## src/rtl/servo_position_sequencer.sv

```systemverilog
// Position sequencer for the MG995 PWM generator: timed angle sweep with manual override.
// Define SERVO_SEQ_PINGPONG_EN for the 1,2,3,2 sweep table; otherwise the table is 1,2,3.
module servo_position_sequencer #(
  parameter int unsigned dwell_cycles_p = 50_000_000,
  parameter int unsigned cnt_width_p    = 32
) (
  input  logic       Clk_i,
  input  logic       Reset_i,
  input  logic       Start_i,
  input  logic       Stop_i,
  input  logic       Manual_req_i,
  input  logic [1:0] Manual_sel_i,
  output logic [1:0] Sel_angle_o,
  output logic       Busy_o,
  output logic       Manual_o,
  output logic       Step_o
);

  typedef enum logic [1:0] {
    ST_IDLE   = 2'd0,
    ST_SWEEP  = 2'd1,
    ST_MANUAL = 2'd2
  } state_t;

  localparam logic [cnt_width_p-1:0] DWELL_LAST = cnt_width_p'(dwell_cycles_p - 1);
  localparam logic [cnt_width_p-1:0] CNT_ONE    = cnt_width_p'(1);
`ifdef SERVO_SEQ_PINGPONG_EN
  localparam logic [1:0] IDX_LAST = 2'd3;
`else
  localparam logic [1:0] IDX_LAST = 2'd2;
`endif

  state_t                 r_state;
  state_t                 w_state_nxt;
  logic [1:0]             r_idx;
  logic [1:0]             w_idx_nxt;
  logic [cnt_width_p-1:0] r_cnt;
  logic [cnt_width_p-1:0] w_cnt_nxt;
  logic                   r_ret_sweep;
  logic                   w_ret_nxt;
  logic                   w_step_nxt;
  logic [1:0]             w_sel_nxt;
  logic                   w_busy_nxt;
  logic                   w_manual_nxt;
  logic                   w_manual_vld;
  logic                   w_dwell_done;
  logic                   w_start;

  // Index 3 is only reachable with the ping-pong table.
  function automatic logic [1:0] sweep_sel(input logic [1:0] idx);
    case (idx)
      2'd0:    sweep_sel = 2'd1;
      2'd1:    sweep_sel = 2'd2;
      2'd2:    sweep_sel = 2'd3;
      default: sweep_sel = 2'd2;
    endcase
  endfunction

  function automatic logic [1:0] next_idx(input logic [1:0] idx);
    next_idx = (idx == IDX_LAST) ? 2'd0 : idx + 2'd1;
  endfunction

  assign w_manual_vld = Manual_req_i && (Manual_sel_i != 2'd0);
  assign w_dwell_done = (r_cnt == DWELL_LAST);
  assign w_start      = Start_i && !Stop_i;

  always_ff @(posedge Clk_i or negedge Reset_i) begin
    if (!Reset_i) r_state <= ST_IDLE;
    else          r_state <= w_state_nxt;
  end

  always_comb begin
    w_state_nxt = r_state;
    case (r_state)
      ST_IDLE: begin
        if (w_manual_vld) w_state_nxt = ST_MANUAL;
        else if (w_start) w_state_nxt = ST_SWEEP;
      end
      ST_SWEEP: begin
        if (Stop_i)            w_state_nxt = ST_IDLE;
        else if (w_manual_vld) w_state_nxt = ST_MANUAL;
      end
      ST_MANUAL: begin
        if (!w_manual_vld) w_state_nxt = r_ret_sweep ? ST_SWEEP : ST_IDLE;
      end
      default: w_state_nxt = ST_IDLE;
    endcase
  end

  // Sweep index, dwell counter and return mode follow the same priority as the state.
  always_comb begin
    w_idx_nxt  = r_idx;
    w_cnt_nxt  = r_cnt;
    w_ret_nxt  = r_ret_sweep;
    w_step_nxt = 1'b0;
    case (r_state)
      ST_IDLE: begin
        if (w_manual_vld) begin
          w_ret_nxt = 1'b0;
        end else if (w_start) begin
          w_idx_nxt = 2'd0;
          w_cnt_nxt = '0;
        end
      end
      ST_SWEEP: begin
        if (Stop_i) begin
          w_cnt_nxt = '0;
        end else if (w_manual_vld) begin
          w_ret_nxt = 1'b1;
        end else if (w_dwell_done) begin
          w_cnt_nxt  = '0;
          w_idx_nxt  = next_idx(r_idx);
          w_step_nxt = 1'b1;
        end else begin
          w_cnt_nxt = r_cnt + CNT_ONE;
        end
      end
      ST_MANUAL: begin
        if (!w_manual_vld) begin
          w_cnt_nxt = '0;
        end else if (Stop_i) begin
          w_ret_nxt = 1'b0;
        end else if (Start_i) begin
          w_ret_nxt = 1'b1;
          w_idx_nxt = 2'd0;
        end
      end
      default: ;
    endcase
  end

  always_comb begin
    w_sel_nxt    = 2'd0;
    w_busy_nxt   = (w_state_nxt != ST_IDLE);
    w_manual_nxt = (w_state_nxt == ST_MANUAL);
    case (w_state_nxt)
      ST_SWEEP:  w_sel_nxt = sweep_sel(w_idx_nxt);
      ST_MANUAL: w_sel_nxt = Manual_sel_i;
      default:   w_sel_nxt = 2'd0;
    endcase
  end

  always_ff @(posedge Clk_i or negedge Reset_i) begin
    if (!Reset_i) begin
      r_idx       <= 2'd0;
      r_cnt       <= '0;
      r_ret_sweep <= 1'b0;
      Sel_angle_o <= 2'd0;
      Busy_o      <= 1'b0;
      Manual_o    <= 1'b0;
      Step_o      <= 1'b0;
    end else begin
      r_idx       <= w_idx_nxt;
      r_cnt       <= w_cnt_nxt;
      r_ret_sweep <= w_ret_nxt;
      Sel_angle_o <= w_sel_nxt;
      Busy_o      <= w_busy_nxt;
      Manual_o    <= w_manual_nxt;
      Step_o      <= w_step_nxt;
    end
  end

endmodule

```

## config.mk

```make
export PLATFORM = sky130hd
export DESIGN_NAME = servo_position_sequencer
export DESIGN_NICKNAME = d
export VERILOG_FILES = /design/src/rtl/servo_position_sequencer.sv
export SDC_FILE = /design/constraint.sdc
export NUM_CORES = 1
export LEC_CHECK = 0
export CELL_PAD_IN_SITES_DETAIL_PLACEMENT = 0
export CELL_PAD_IN_SITES_GLOBAL_PLACEMENT = 2
export CORE_ASPECT_RATIO = 1.2
export CORE_UTILIZATION = 41
export DETAILED_ROUTE_END_ITERATION = 6
export GPL_TIMING_DRIVEN = 0
export PLACE_DENSITY_LB_ADDON = 0.1
export SLEW_MARGIN = 15
export SYNTH_ARGS = -nofsm -noshare
export SYNTH_HDL_FRONTEND = slang
export SYNTH_SLANG_ARGS = --single-unit
```

## constraint.sdc

```tcl
create_clock -name Clk_i -period 7.2 [get_ports Clk_i]
set_clock_uncertainty 0.2 [all_clocks]
set_input_delay 1.8 -clock Clk_i [delete_from_list [all_inputs] [get_ports Clk_i]]
set_output_delay 1.8 -clock Clk_i [all_outputs]
set_load 0.01 [all_outputs]
```

==> results of run 1 <==
## layout make-up
type,instances,share of cell area
timing repair buffer,12,0.04682
clock inverter,1,0.001873
clock buffer,7,0.03230
multi-input combinational,195,0.4640
buffer,8,0.01498
inverter,12,0.01685
tap,64,0.02996
sequential,42,0.3933
## worst max-delay path, stage by stage
cell and delay, ps:
sky130_fd_sc_hd__clkdlybuf4s50_1 660, sky130_fd_sc_hd__nor2b_2 140, sky130_fd_sc_hd__o21ai_1 260, sky130_fd_sc_hd__o211ai_4 180, sky130_fd_sc_hd__a21oi_1 380, sky130_fd_sc_hd__clkbuf_1 470
sky130_fd_sc_hd__nor2_1 110
## cell families (layout without fill, tap and decap cells)
| family | Yosys count | in the layout | share of synthesized area |
|---|---|---|---|
| and+or+nand+nor | 117 | 117 | 0.2575 |
| AOI/OAI and AO/OA | 46 | 46 | 0.1322 |
| DFF | 42 | 42 | 0.4423 |
| xor gates and xnor gates | 22 | 22 | 0.08110 |
| buffers and inverters | 20 | 40 | 0.03580 |
| adders and majority gates | 8 | 8 | 0.04213 |
| muxes | 2 | 2 | 0.008952 |
## synth_stat cells, types with 2 or more instances
library cell	n
sky130_fd_sc_hd__dfrtp_1	42
sky130_fd_sc_hd__nor2_1	36
sky130_fd_sc_hd__nand2_1	20
sky130_fd_sc_hd__o21ai_0	16
sky130_fd_sc_hd__nand3_1	14
sky130_fd_sc_hd__xor2_1	13
sky130_fd_sc_hd__inv_1	11
sky130_fd_sc_hd__xnor2_1	9
sky130_fd_sc_hd__and3_1	8
sky130_fd_sc_hd__ha_1	8
sky130_fd_sc_hd__nand4_1	8
sky130_fd_sc_hd__a21oi_1	6
sky130_fd_sc_hd__clkbuf_1	5
sky130_fd_sc_hd__nor3_1	5
sky130_fd_sc_hd__and4_1	4
sky130_fd_sc_hd__and2_1	3
sky130_fd_sc_hd__nand2b_1	3
sky130_fd_sc_hd__nor2b_1	3
sky130_fd_sc_hd__o31ai_1	3
sky130_fd_sc_hd__a21boi_0	2
sky130_fd_sc_hd__a21o_1	2
sky130_fd_sc_hd__a31oi_1	2
sky130_fd_sc_hd__nor4_1	2
sky130_fd_sc_hd__o211ai_1	2
sky130_fd_sc_hd__o21ai_1	2
sky130_fd_sc_hd__o22ai_1	2
sky130_fd_sc_hd__o41ai_1	2
## flip-flops by register name, indices dropped and copies added, names as in the netlist
signal / flops
r_cnt: 32
Sel_angle_o: 2
r_idx: 2
r_state: 2
Busy_o: 1
Manual_o: 1
Step_o: 1
r_ret_sweep: 1
## metal layers
layer / vias up / share of wire
met5: - / 0
met4: 0 / 0.022
met3: 10 / 0.028
met2: 22 / 0.49
met1: 857 / 0.46
li1: 940 / -
## final timing paths
kind	from	end	slack [ps]	cells past startpoint
worst max-delay path	Stop_i	r_cnt[12]	3140	7
worst min-delay path	r_cnt[6]	r_cnt[6]	310	1
worst max register to register	r_state[1]	r_cnt[12]	4460	8
worst min register to register	r_cnt[6]	r_cnt[6]	310	1
max in group asynchronous	Reset_i	Sel_angle_o[1]	5150	2
min in group asynchronous	Reset_i	r_cnt[7]	1180	1
## power groups by stage
stage	Sequential, mW	Combinational, mW	Clock, mW
detailed placement	0.273	0.269	0
global placement	0.273	0.270	0
floorplan	0.276	0.175	0
global route	0.271	0.296	0.174
CTS	0.268	0.271	0.162
finish	0.268	0.265	0.156
## layout by cell type (no fill, tap or decap), types with 8 or more instances in the layout
cell and count:
sky130_fd_sc_hd__and3_1 8, sky130_fd_sc_hd__clkdlybuf4s50_1 10, sky130_fd_sc_hd__dfrtp_1 42, sky130_fd_sc_hd__ha_1 8, sky130_fd_sc_hd__inv_1 11, sky130_fd_sc_hd__nand2_1 20
sky130_fd_sc_hd__nand3_1 14, sky130_fd_sc_hd__nand4_1 8, sky130_fd_sc_hd__nor2_1 36, sky130_fd_sc_hd__o21ai_0 16, sky130_fd_sc_hd__xnor2_1 9, sky130_fd_sc_hd__xor2_1 13
==> run_summary.xml, run 1 <==
<?xml version="1.0" encoding="UTF-8"?>
<metrics>
  <group name="power">
    <metric name="internal_power" unit="mW">0.4278</metric>
    <metric name="power.share.switching" unit="">0.3786</metric>
    <metric name="power.share.combinational" unit="">0.384</metric>
    <metric name="report.power.total" unit="mW">0.6885</metric>
    <metric name="sequentialPowerShare" unit="">0.389</metric>
    <metric name="clockPowerShare" unit="">0.227</metric>
    <metric name="power_switching" unit="mW">0.2607</metric>
    <metric name="vdd.ir_drop.worst" unit="mV">0.1857</metric>
    <metric name="cellPowerDensity" unit="nW/um^2">257.6</metric>
    <metric name="leakagePower" unit="nW">1.165</metric>
  </group>
  <group name="critical_path">
    <metric name="critPathCaptureType" unit="">flop</metric>
    <metric name="worst-endpoint-required" unit="ps">7150</metric>
    <metric name="startpoint_type" unit="">input pin</metric>
    <metric name="critical_path_peak_fanout" unit="">10</metric>
    <metric name="cp.arrival" unit="ps">4010</metric>
    <metric name="timing_worst_setup_path_type" unit="">in -&gt; reg</metric>
  </group>
  <group name="grt">
    <metric name="grt_use_met3" unit="">0.03207</metric>
    <metric name="grt_overflow_total" unit="">0</metric>
    <metric name="grt_util_met1" unit="">0.2445</metric>
    <metric name="antenna_found_initial" unit="">0</metric>
    <metric name="first_pass_grt_wire_length" unit="mm">8.970</metric>
    <metric name="grt_start_max_net_pins" unit="">33</metric>
    <metric name="grt_busiest_layer" unit="">met2</metric>
    <metric name="grt_use_total" unit="">0.1905</metric>
    <metric name="first_global_vias" unit="">1843</metric>
    <metric name="global_route.usage.met2" unit="">0.3212</metric>
  </group>
  <group name="floorplanning">
    <metric name="chipHeight" unit="microns">85.39</metric>
    <metric name="rows" unit="">30</metric>
    <metric name="floorplan.die.width" unit="microns">71.50</metric>
    <metric name="design.core.area" unit="sq um">5630</metric>
    <metric name="die-area" unit="sq um">6105</metric>
    <metric name="initial_core_util" unit="">0.4220</metric>
    <metric name="boundaryPins" unit="">12</metric>
  </group>
  <group name="synthesis">
    <metric name="synth.top_cells.by_area" unit="">sky130_fd_sc_hd__dfrtp_1, sky130_fd_sc_hd__nor2_1, sky130_fd_sc_hd__xor2_1</metric>
    <metric name="netlist_instances" unit="">257</metric>
    <metric name="syn-cell-area" unit="sq um">2376</metric>
    <metric name="share_of_the_synthesized_area_in_the_top_cell_type" unit="">0.4423</metric>
    <metric name="synthesis.nets" unit="">272</metric>
    <metric name="synth-edff-count" unit="">0</metric>
    <metric name="synth_cell_type_count" unit="">51</metric>
    <metric name="synthesis.area_per_instance" unit="sq um">9.245</metric>
    <metric name="seq_area_frac_synth" unit="">0.4423</metric>
    <metric name="synth-async-reset-ratio" unit="">1.000</metric>
    <metric name="number_of_synthesized_register_bits" unit="">42</metric>
    <metric name="yosys.area.top_type" unit="">sky130_fd_sc_hd__dfrtp_1</metric>
    <metric name="synth_flop_cell" unit="">sky130_fd_sc_hd__dfrtp_1</metric>
    <metric name="yosysWarnings" unit="">0</metric>
  </group>
  <group name="detailed_routing">
    <metric name="routed_wl" unit="mm">5.098</metric>
    <metric name="via_per_inst" unit="">5.364</metric>
    <metric name="drc" unit="">0</metric>
    <metric name="via_count" unit="">1829</metric>
    <metric name="ant_nets" unit="">0</metric>
    <metric name="drt-pass1-iter-count" unit="">7</metric>
    <metric name="detail_route.wl_per_cell" unit="microns">14.95</metric>
    <metric name="initialDrtViolationCount" unit="">54</metric>
  </group>
  <group name="placed_design">
    <metric name="dp.cells" unit="">333</metric>
    <metric name="place_congestion" unit="">0.7276</metric>
    <metric name="pre_cts_slack" unit="ps">2774</metric>
    <metric name="dpl_cell_area" unit="sq um">2581</metric>
    <metric name="place.port_buffers" unit="">11</metric>
    <metric name="place.detailed.hpwl" unit="mm">3.801</metric>
  </group>
  <group name="timing">
    <metric name="hold_slack" unit="ps">309.1</metric>
    <metric name="min_period" unit="ps">4063</metric>
    <metric name="timing.max_slew.rel_slack" unit="">0.6446</metric>
    <metric name="worst_slew_pin_slew" unit="ps">532.6</metric>
    <metric name="setup_violations" unit="">0</metric>
    <metric name="hold_violations" unit="">0</metric>
    <metric name="fin_setup_tns" unit="ps">0</metric>
    <metric name="grt_setup_unrepaired" unit="">no</metric>
    <metric name="max_freq" unit="MHz">246.1</metric>
    <metric name="worst_setup_slack_after_layout" unit="ps">3137</metric>
    <metric name="maxSlewViolCount" unit="">0</metric>
    <metric name="final_cycle_utilization_of_the_critical_path" unit="">0.5643</metric>
  </group>
  <group name="clock_network">
    <metric name="cts.clk_slew.worst_paths" unit="ps">80</metric>
    <metric name="hold_buffers" unit="">0</metric>
    <metric name="number_of_clock_buffers_inserted_by_tritoncts" unit="">5</metric>
    <metric name="cts_tree" unit="">done</metric>
    <metric name="worst_skew_pair.late_latency" unit="ps">290</metric>
    <metric name="cts_htree_levels" unit="">2</metric>
    <metric name="cts_resized" unit="">0</metric>
    <metric name="cts_num_sinks" unit="">42</metric>
    <metric name="max-clock-path-buffers" unit="">2</metric>
    <metric name="clockRootBuffer" unit="">sky130_fd_sc_hd__clkbuf_8</metric>
    <metric name="cts_setup_buffers" unit="">0</metric>
  </group>
  <group name="final_layout">
    <metric name="layout.area.seq" unit="sq um">1051</metric>
    <metric name="layout-area-overhead-vs-synth" unit="%">12.48</metric>
    <metric name="num-fill-cells" unit="">556</metric>
    <metric name="layoutNonFillerInstCount" unit="">341</metric>
    <metric name="stdcell_area" unit="sq um">2673</metric>
    <metric name="area_occupied_by_multi_input_gates" unit="sq um">1240</metric>
    <metric name="diodes" unit="">0</metric>
    <metric name="number_of_nets_in_the_layout" unit="">291</metric>
    <metric name="drive_above_1_share" unit="">0.08664</metric>
    <metric name="finish.utilization" unit="">0.4747</metric>
  </group>
  <group name="worst_hold_path">
    <metric name="hold_class" unit="">reg -&gt; reg</metric>
  </group>
  <group name="flow_run">
    <metric name="timing.max_cap.violations" unit="">0</metric>
  </group>
  <group name="run_status">
    <metric name="outcome" unit="">completed</metric>
  </group>
</metrics>
Power figures use the tool's default switching activity.
==> inputs of run 2 (changes only) <==
--- a/config.mk
+++ b/config.mk
@@ -8,7 +8,7 @@
 export CELL_PAD_IN_SITES_DETAIL_PLACEMENT = 0
 export CELL_PAD_IN_SITES_GLOBAL_PLACEMENT = 2
 export CORE_ASPECT_RATIO = 1.2
-export CORE_UTILIZATION = 41
+export CORE_UTILIZATION = 34
 export DETAILED_ROUTE_END_ITERATION = 6
 export GPL_TIMING_DRIVEN = 0
 export PLACE_DENSITY_LB_ADDON = 0.1
==> constraint.sdc (replaced) <==
create_clock -name Clk_i -period 3.4 [get_ports Clk_i]
set_clock_uncertainty 0.2 [all_clocks]
set_input_delay 0.85 -clock Clk_i [delete_from_list [all_inputs] [get_ports Clk_i]]
set_output_delay 0.85 -clock Clk_i [all_outputs]
set_load 0.01 [all_outputs]
==> run 2 against run 1 <==
Non-clock buffer count is the same. Largest power group is now combinational cells. Power grew 110%. Die area grew 20%. Highest routed layer unchanged.
==> run_summary.xml, run 2 (synthesized netlist as in run 1, its figures left out) <==
<?xml version="1.0" encoding="UTF-8"?>
<metrics>
  <group name="clock_network">
    <metric name="clockRootBuffer" unit="">sky130_fd_sc_hd__clkbuf_8</metric>
    <metric name="worst_skew_pair.late_latency" unit="ps">290</metric>
    <metric name="cts_tree" unit="">done</metric>
    <metric name="cts_resized" unit="">0</metric>
    <metric name="max-clock-path-buffers" unit="">2</metric>
    <metric name="number_of_clock_buffers_inserted_by_tritoncts" unit="">5</metric>
    <metric name="cts_htree_levels" unit="">2</metric>
    <metric name="hold_buffers" unit="">0</metric>
    <metric name="cts.clk_slew.worst_paths" unit="ps">80</metric>
    <metric name="cts_num_sinks" unit="">42</metric>
    <metric name="cts_setup_buffers" unit="">0</metric>
  </group>
  <group name="final_layout">
    <metric name="finish.utilization" unit="">0.3965</metric>
    <metric name="layout-area-overhead-vs-synth" unit="%">13.69</metric>
    <metric name="largest-register" unit="">r_cnt</metric>
    <metric name="largest_reg_flops" unit="">32</metric>
    <metric name="num-fill-cells" unit="">723</metric>
    <metric name="drive_above_1_share" unit="">0.08664</metric>
    <metric name="layout.cells.most_common_list" unit="">sky130_fd_sc_hd__dfrtp_1, sky130_fd_sc_hd__nor2_1, sky130_fd_sc_hd__nand2_1</metric>
    <metric name="diodes" unit="">0</metric>
    <metric name="number_of_nets_in_the_layout" unit="">291</metric>
    <metric name="mostFrequentLayoutCell" unit="">sky130_fd_sc_hd__dfrtp_1</metric>
    <metric name="layoutNonFillerInstCount" unit="">364</metric>
  </group>
  <group name="detailed_routing">
    <metric name="drc" unit="">0</metric>
    <metric name="drt-pass1-iter-count" unit="">4</metric>
    <metric name="via_per_inst" unit="">5.110</metric>
    <metric name="routed_wl" unit="mm">5.421</metric>
    <metric name="initialDrtViolationCount" unit="">39</metric>
    <metric name="via_count" unit="">1860</metric>
    <metric name="ant_nets" unit="">0</metric>
    <metric name="detail_route.wl_per_cell" unit="microns">14.89</metric>
  </group>
  <group name="grt">
    <metric name="grt_use_total" unit="">0.1686</metric>
    <metric name="first_pass_grt_wire_length" unit="mm">9.328</metric>
    <metric name="first_global_vias" unit="">1890</metric>
    <metric name="grt_start_max_net_pins" unit="">30</metric>
    <metric name="grt_overflow_total" unit="">0</metric>
    <metric name="antenna_found_initial" unit="">0</metric>
  </group>
  <group name="worst_hold_path">
    <metric name="hold_class" unit="">in -&gt; async</metric>
  </group>
  <group name="timing">
    <metric name="timing.max_slew.rel_slack" unit="">0.6278</metric>
    <metric name="maxSlewViolCount" unit="">0</metric>
    <metric name="min_period" unit="ps">3117</metric>
    <metric name="setup_violations" unit="">0</metric>
    <metric name="max_freq" unit="MHz">320.8</metric>
    <metric name="fin_setup_tns" unit="ps">0</metric>
    <metric name="final_cycle_utilization_of_the_critical_path" unit="">0.9169</metric>
    <metric name="hold_violations" unit="">0</metric>
    <metric name="worst_slew_pin_slew" unit="ps">552.4</metric>
    <metric name="grt_setup_unrepaired" unit="">no</metric>
    <metric name="hold_slack" unit="ps">256.7</metric>
  </group>
  <group name="critical_path">
    <metric name="cp.arrival" unit="ps">3080</metric>
    <metric name="critPathCaptureType" unit="">flop</metric>
    <metric name="worst-endpoint-required" unit="ps">3360</metric>
    <metric name="timing_worst_setup_path_type" unit="">in -&gt; reg</metric>
    <metric name="startpoint_type" unit="">input pin</metric>
    <metric name="critical_path_peak_fanout" unit="">10</metric>
  </group>
  <group name="floorplanning">
    <metric name="rows" unit="">33</metric>
    <metric name="chipHeight" unit="microns">93.58</metric>
    <metric name="floorplan.die.width" unit="microns">78.31</metric>
    <metric name="boundaryPins" unit="">12</metric>
    <metric name="die-area" unit="sq um">7328</metric>
    <metric name="design.core.area" unit="sq um">6813</metric>
    <metric name="initial_core_util" unit="">0.3488</metric>
  </group>
  <group name="flow_run">
    <metric name="timing.max_cap.violations" unit="">0</metric>
  </group>
  <group name="placed_design">
    <metric name="dp.cells" unit="">356</metric>
    <metric name="place.detailed.hpwl" unit="mm">4.039</metric>
    <metric name="place.port_buffers" unit="">11</metric>
    <metric name="place_congestion" unit="">0.7169</metric>
  </group>
  <group name="power">
    <metric name="cellPowerDensity" unit="nW/um^2">547.2</metric>
    <metric name="vdd.ir_drop.worst" unit="mV">0.3192</metric>
    <metric name="report.power.total" unit="mW">1.478</metric>
    <metric name="leakagePower" unit="nW">1.165</metric>
  </group>
  <group name="run_status">
    <metric name="outcome" unit="">completed</metric>
  </group>
</metrics>
[run 2: cell counts in the layout (fill, tap and decap cells not counted)]
Identical to the previous run, type by type.
[run 2: stage by stage]
step           instance area [sq um]  setup slack, ps
3_5_place_dp                    2610           -83.17
4_1_cts                         2701            235.2
3_3_place_gp                    2595           -112.1
5_1_grt                         2701            6.367
2_1_floorplan                   2376            804.6
6_report                        2701            282.6
[run 2: final cells by class]
class,instances,area (sq um),area share
clock inverters,1,5.005,0.001853
flip-flops and latches,42,1051,0.3891
repair buffers,12,125.1,0.04632
well taps,87,108.9,0.04030
inverters,12,45.04,0.01667
multi-input cells,195,1240,0.4590
plain buffers,8,40.04,0.01482
clock buffers,7,86.33,0.03196
[run 2: report_power, final]
group | internal (mW) | total (mW) | switching, mW
clock network | 0.164 | 0.337 | 0.173
logic | 0.202 | 0.572 | 0.370
registers | 0.541 | 0.569 | 0.0280
total | 0.907 | 1.48 | 0.571
[run 2: critical path, stage by stage]
cell and delay, ps:
sky130_fd_sc_hd__clkdlybuf4s50_1 670, sky130_fd_sc_hd__nor2b_2 140, sky130_fd_sc_hd__o21ai_1 260, sky130_fd_sc_hd__o211ai_4 190
sky130_fd_sc_hd__a21oi_1 390, sky130_fd_sc_hd__clkbuf_1 460, sky130_fd_sc_hd__nor2_1 110
[run 2: final timing paths]
| path | start | end | slack, ps | depth (start not counted) |
|---|---|---|---|---|
| setup / recovery | Stop_i | r_cnt[26] | 280 | 7 |
| hold / removal | Reset_i | r_cnt[8] | 260 | 1 |
| setup reg to reg | r_state[1] | r_cnt[26] | 620 | 8 |
| hold reg to reg | r_cnt[6] | r_cnt[6] | 310 | 1 |
| max in group asynchronous | Reset_i | r_cnt[13] | 2270 | 2 |
| min in group Clk_i | r_cnt[6] | r_cnt[6] | 310 | 1 |
[run 2: metal layers]
metal	track usage	share of wire	up-vias
met4	0.05556	0.014	0
li1	-	-	935
met2	0.2939	0.50	16
met3	0.03317	0.020	6
met1	0.2067	0.47	903
met5	0	0	-
==> inputs of run 3 (changes only) <==
--- a/config.mk
+++ b/config.mk
@@ -7,7 +7,6 @@
 export LEC_CHECK = 0
 export CELL_PAD_IN_SITES_DETAIL_PLACEMENT = 0
 export CELL_PAD_IN_SITES_GLOBAL_PLACEMENT = 2
-export CORE_ASPECT_RATIO = 1.2
 export CORE_UTILIZATION = 34
 export DETAILED_ROUTE_END_ITERATION = 6
 export GPL_TIMING_DRIVEN = 0
==> run 3 against run 2 <==
Sequential power barely moved. Critical endpoint is now r_cnt[21]. Fmax hardly changed. Worst setup slack lost 0.73 ps. First-iteration DRC count rose by 72%. Via count fell by 2.0%. Sequential cell count did not move. Largest cell class unchanged.
==> run_summary.xml, run 3 (synthesized netlist as in run 1, its figures left out) <==
<?xml version="1.0" encoding="UTF-8"?>
<metrics>
  <group name="final_layout">
    <metric name="layout.cells.most_common_list" unit="">sky130_fd_sc_hd__dfrtp_1, sky130_fd_sc_hd__nor2_1, sky130_fd_sc_hd__nand2_1</metric>
    <metric name="layoutNonFillerInstCount" unit="">357</metric>
    <metric name="finish.utilization" unit="">0.3991</metric>
    <metric name="number_of_nets_in_the_layout" unit="">291</metric>
    <metric name="largest-register" unit="">r_cnt</metric>
    <metric name="mostFrequentLayoutCell" unit="">sky130_fd_sc_hd__dfrtp_1</metric>
    <metric name="drive_above_1_share" unit="">0.09025</metric>
    <metric name="diodes" unit="">0</metric>
    <metric name="layout-area-overhead-vs-synth" unit="%">13.48</metric>
    <metric name="largest_reg_flops" unit="">32</metric>
    <metric name="num-fill-cells" unit="">696</metric>
  </group>
  <group name="timing">
    <metric name="worst_slew_pin_slew" unit="ps">604.8</metric>
    <metric name="min_period" unit="ps">3118</metric>
    <metric name="hold_violations" unit="">0</metric>
    <metric name="timing.max_slew.rel_slack" unit="">0.5925</metric>
    <metric name="final_cycle_utilization_of_the_critical_path" unit="">0.9171</metric>
    <metric name="max_freq" unit="MHz">320.7</metric>
    <metric name="maxSlewViolCount" unit="">0</metric>
    <metric name="grt_setup_unrepaired" unit="">no</metric>
    <metric name="setup_violations" unit="">0</metric>
  </group>
  <group name="power">
    <metric name="internal_power" unit="mW">0.9060</metric>
    <metric name="power_switching" unit="mW">0.5800</metric>
    <metric name="sequentialPowerShare" unit="">0.384</metric>
    <metric name="power.share.combinational" unit="">0.382</metric>
    <metric name="vdd.ir_drop.worst" unit="mV">0.2687</metric>
    <metric name="clockPowerShare" unit="">0.234</metric>
    <metric name="cellPowerDensity" unit="nW/um^2">551.1</metric>
    <metric name="power.share.switching" unit="">0.3903</metric>
    <metric name="leakagePower" unit="nW">1.164</metric>
  </group>
  <group name="critical_path">
    <metric name="register_to_register_setup_slack" unit="ps">640</metric>
    <metric name="cp-startpoint" unit="">Stop_i</metric>
    <metric name="critPathCaptureType" unit="">flop</metric>
    <metric name="regToRegStartpoint" unit="">r_state[1]</metric>
    <metric name="endpoint_of_the_most_critical_register_to_register_path" unit="">r_cnt[21]</metric>
    <metric name="critical_path.endpoint" unit="">r_cnt[21]</metric>
    <metric name="startpoint_type" unit="">input pin</metric>
    <metric name="critical_path_peak_fanout" unit="">7</metric>
    <metric name="worst-endpoint-required" unit="ps">3370</metric>
    <metric name="timing_worst_setup_path_type" unit="">in -&gt; reg</metric>
    <metric name="cp.arrival" unit="ps">3090</metric>
    <metric name="reg2reg_depth" unit="">9</metric>
  </group>
  <group name="clock_network">
    <metric name="number_of_clock_buffers_inserted_by_tritoncts" unit="">5</metric>
    <metric name="cts.clk_slew.worst_paths" unit="ps">90</metric>
    <metric name="cts_resized" unit="">0</metric>
    <metric name="hold_buffers" unit="">0</metric>
    <metric name="cts_htree_levels" unit="">2</metric>
    <metric name="cts_num_sinks" unit="">42</metric>
    <metric name="max-clock-path-buffers" unit="">2</metric>
    <metric name="clockRootBuffer" unit="">sky130_fd_sc_hd__clkbuf_8</metric>
    <metric name="cts_setup_buffers" unit="">0</metric>
    <metric name="cts_tree" unit="">done</metric>
    <metric name="worst_skew_pair.late_latency" unit="ps">300</metric>
  </group>
  <group name="grt">
    <metric name="grt_use_total" unit="">0.1639</metric>
    <metric name="grt_busiest_layer" unit="">met1</metric>
    <metric name="global_route.usage.met2" unit="">0.2451</metric>
    <metric name="grt_use_met3" unit="">0.02599</metric>
    <metric name="first_pass_grt_wire_length" unit="mm">9.377</metric>
    <metric name="grt_util_met1" unit="">0.2468</metric>
    <metric name="first_global_vias" unit="">1807</metric>
    <metric name="grt_start_max_net_pins" unit="">27</metric>
    <metric name="grt_overflow_total" unit="">0</metric>
    <metric name="antenna_found_initial" unit="">0</metric>
  </group>
  <group name="detailed_routing">
    <metric name="via_count" unit="">1823</metric>
    <metric name="detail_route.wl_per_cell" unit="microns">15.19</metric>
    <metric name="ant_nets" unit="">0</metric>
    <metric name="drt-pass1-iter-count" unit="">4</metric>
    <metric name="routed_wl" unit="mm">5.422</metric>
    <metric name="via_per_inst" unit="">5.106</metric>
    <metric name="initialDrtViolationCount" unit="">67</metric>
    <metric name="drc" unit="">0</metric>
  </group>
  <group name="floorplanning">
    <metric name="die-area" unit="sq um">7327</metric>
    <metric name="initial_core_util" unit="">0.3517</metric>
    <metric name="floorplan.die.width" unit="microns">85.60</metric>
    <metric name="chipHeight" unit="microns">85.60</metric>
    <metric name="boundaryPins" unit="">12</metric>
    <metric name="design.core.area" unit="sq um">6756</metric>
    <metric name="rows" unit="">30</metric>
  </group>
  <group name="placed_design">
    <metric name="place.detailed.hpwl" unit="mm">3.948</metric>
    <metric name="place.port_buffers" unit="">11</metric>
    <metric name="place_congestion" unit="">0.7160</metric>
    <metric name="dp.cells" unit="">349</metric>
  </group>
  <group name="flow_run">
    <metric name="timing.max_cap.violations" unit="">0</metric>
  </group>
  <group name="worst_hold_path">
    <metric name="hold_class" unit="">in -&gt; async</metric>
  </group>
  <group name="run_status">
    <metric name="outcome" unit="">completed</metric>
  </group>
</metrics>
## run 3: area by class of cell
class | instances | area (sq um) | share of cell area
sequential | 42 | 1051 | 0.3898
inverter | 12 | 45.04 | 0.01671
clock inverter | 2 | 12.51 | 0.004640
clock buffer | 6 | 82.58 | 0.03063
multi-input combinational | 195 | 1240 | 0.4599
buffer | 8 | 40.04 | 0.01485
tap | 80 | 100.1 | 0.03712
timing repair buffer | 12 | 125.1 | 0.04640
## run 3: per-stage QoR
stage | setup TNS [ps] | hold slack [ps] | power (mW) | setup slack, ps | instance area [sq um]
6_report | 0 | 283.0 | 1.486 | 281.8 | 2696
5_1_grt | 0 | 304.3 | 1.596 | 94.92 | 2696
4_1_cts | 0 | 294.6 | 1.520 | 237.4 | 2696
3_5_place_dp | -1178 | 302.3 | 1.163 | -76.03 | 2601
3_3_place_gp | -732.9 | 296.9 | 1.161 | -53.77 | 2586
2_1_floorplan | 0 | 259.3 | 0.9551 | 804.6 | 2376
## run 3: worst min-delay path by stage
stage | startpoint | endpoint | cells past startpoint
after CTS | Reset_i | r_cnt[10] | 1
final | Reset_i | r_cnt[10] | 1
after global routing | Reset_i | r_cnt[10] | 1
after floorplan | r_cnt[6] | r_cnt[6] | 1
after global placement | r_cnt[6] | r_cnt[6] | 1
after detailed placement | r_cnt[6] | r_cnt[6] | 1
## run 3: worst max-delay path, stage by stage
cell and delay (ps):
sky130_fd_sc_hd__clkdlybuf4s50_1 680, sky130_fd_sc_hd__nor2b_2 140, sky130_fd_sc_hd__o21ai_1 270, sky130_fd_sc_hd__o2111ai_1 360, sky130_fd_sc_hd__nor2_2 410, sky130_fd_sc_hd__nand4_1 170
sky130_fd_sc_hd__xor2_1 170, sky130_fd_sc_hd__nor2_1 50
## run 3: power by group through the flow
stage | sequential [mW] | combinational (mW) | clock (mW)
floorplan | 0.585 | 0.371 | 0
global placement | 0.580 | 0.581 | 0
detailed placement | 0.578 | 0.585 | 0
CTS | 0.570 | 0.588 | 0.362
global route | 0.578 | 0.638 | 0.380
finish | 0.570 | 0.568 | 0.348
## run 3: layer usage
layer / share of wire / up-vias
met5: 0 / -
met3: 0.018 / 5
met1: 0.54 / 869
li1: - / 934
met2: 0.43 / 15
met4: 0.0085 / 0
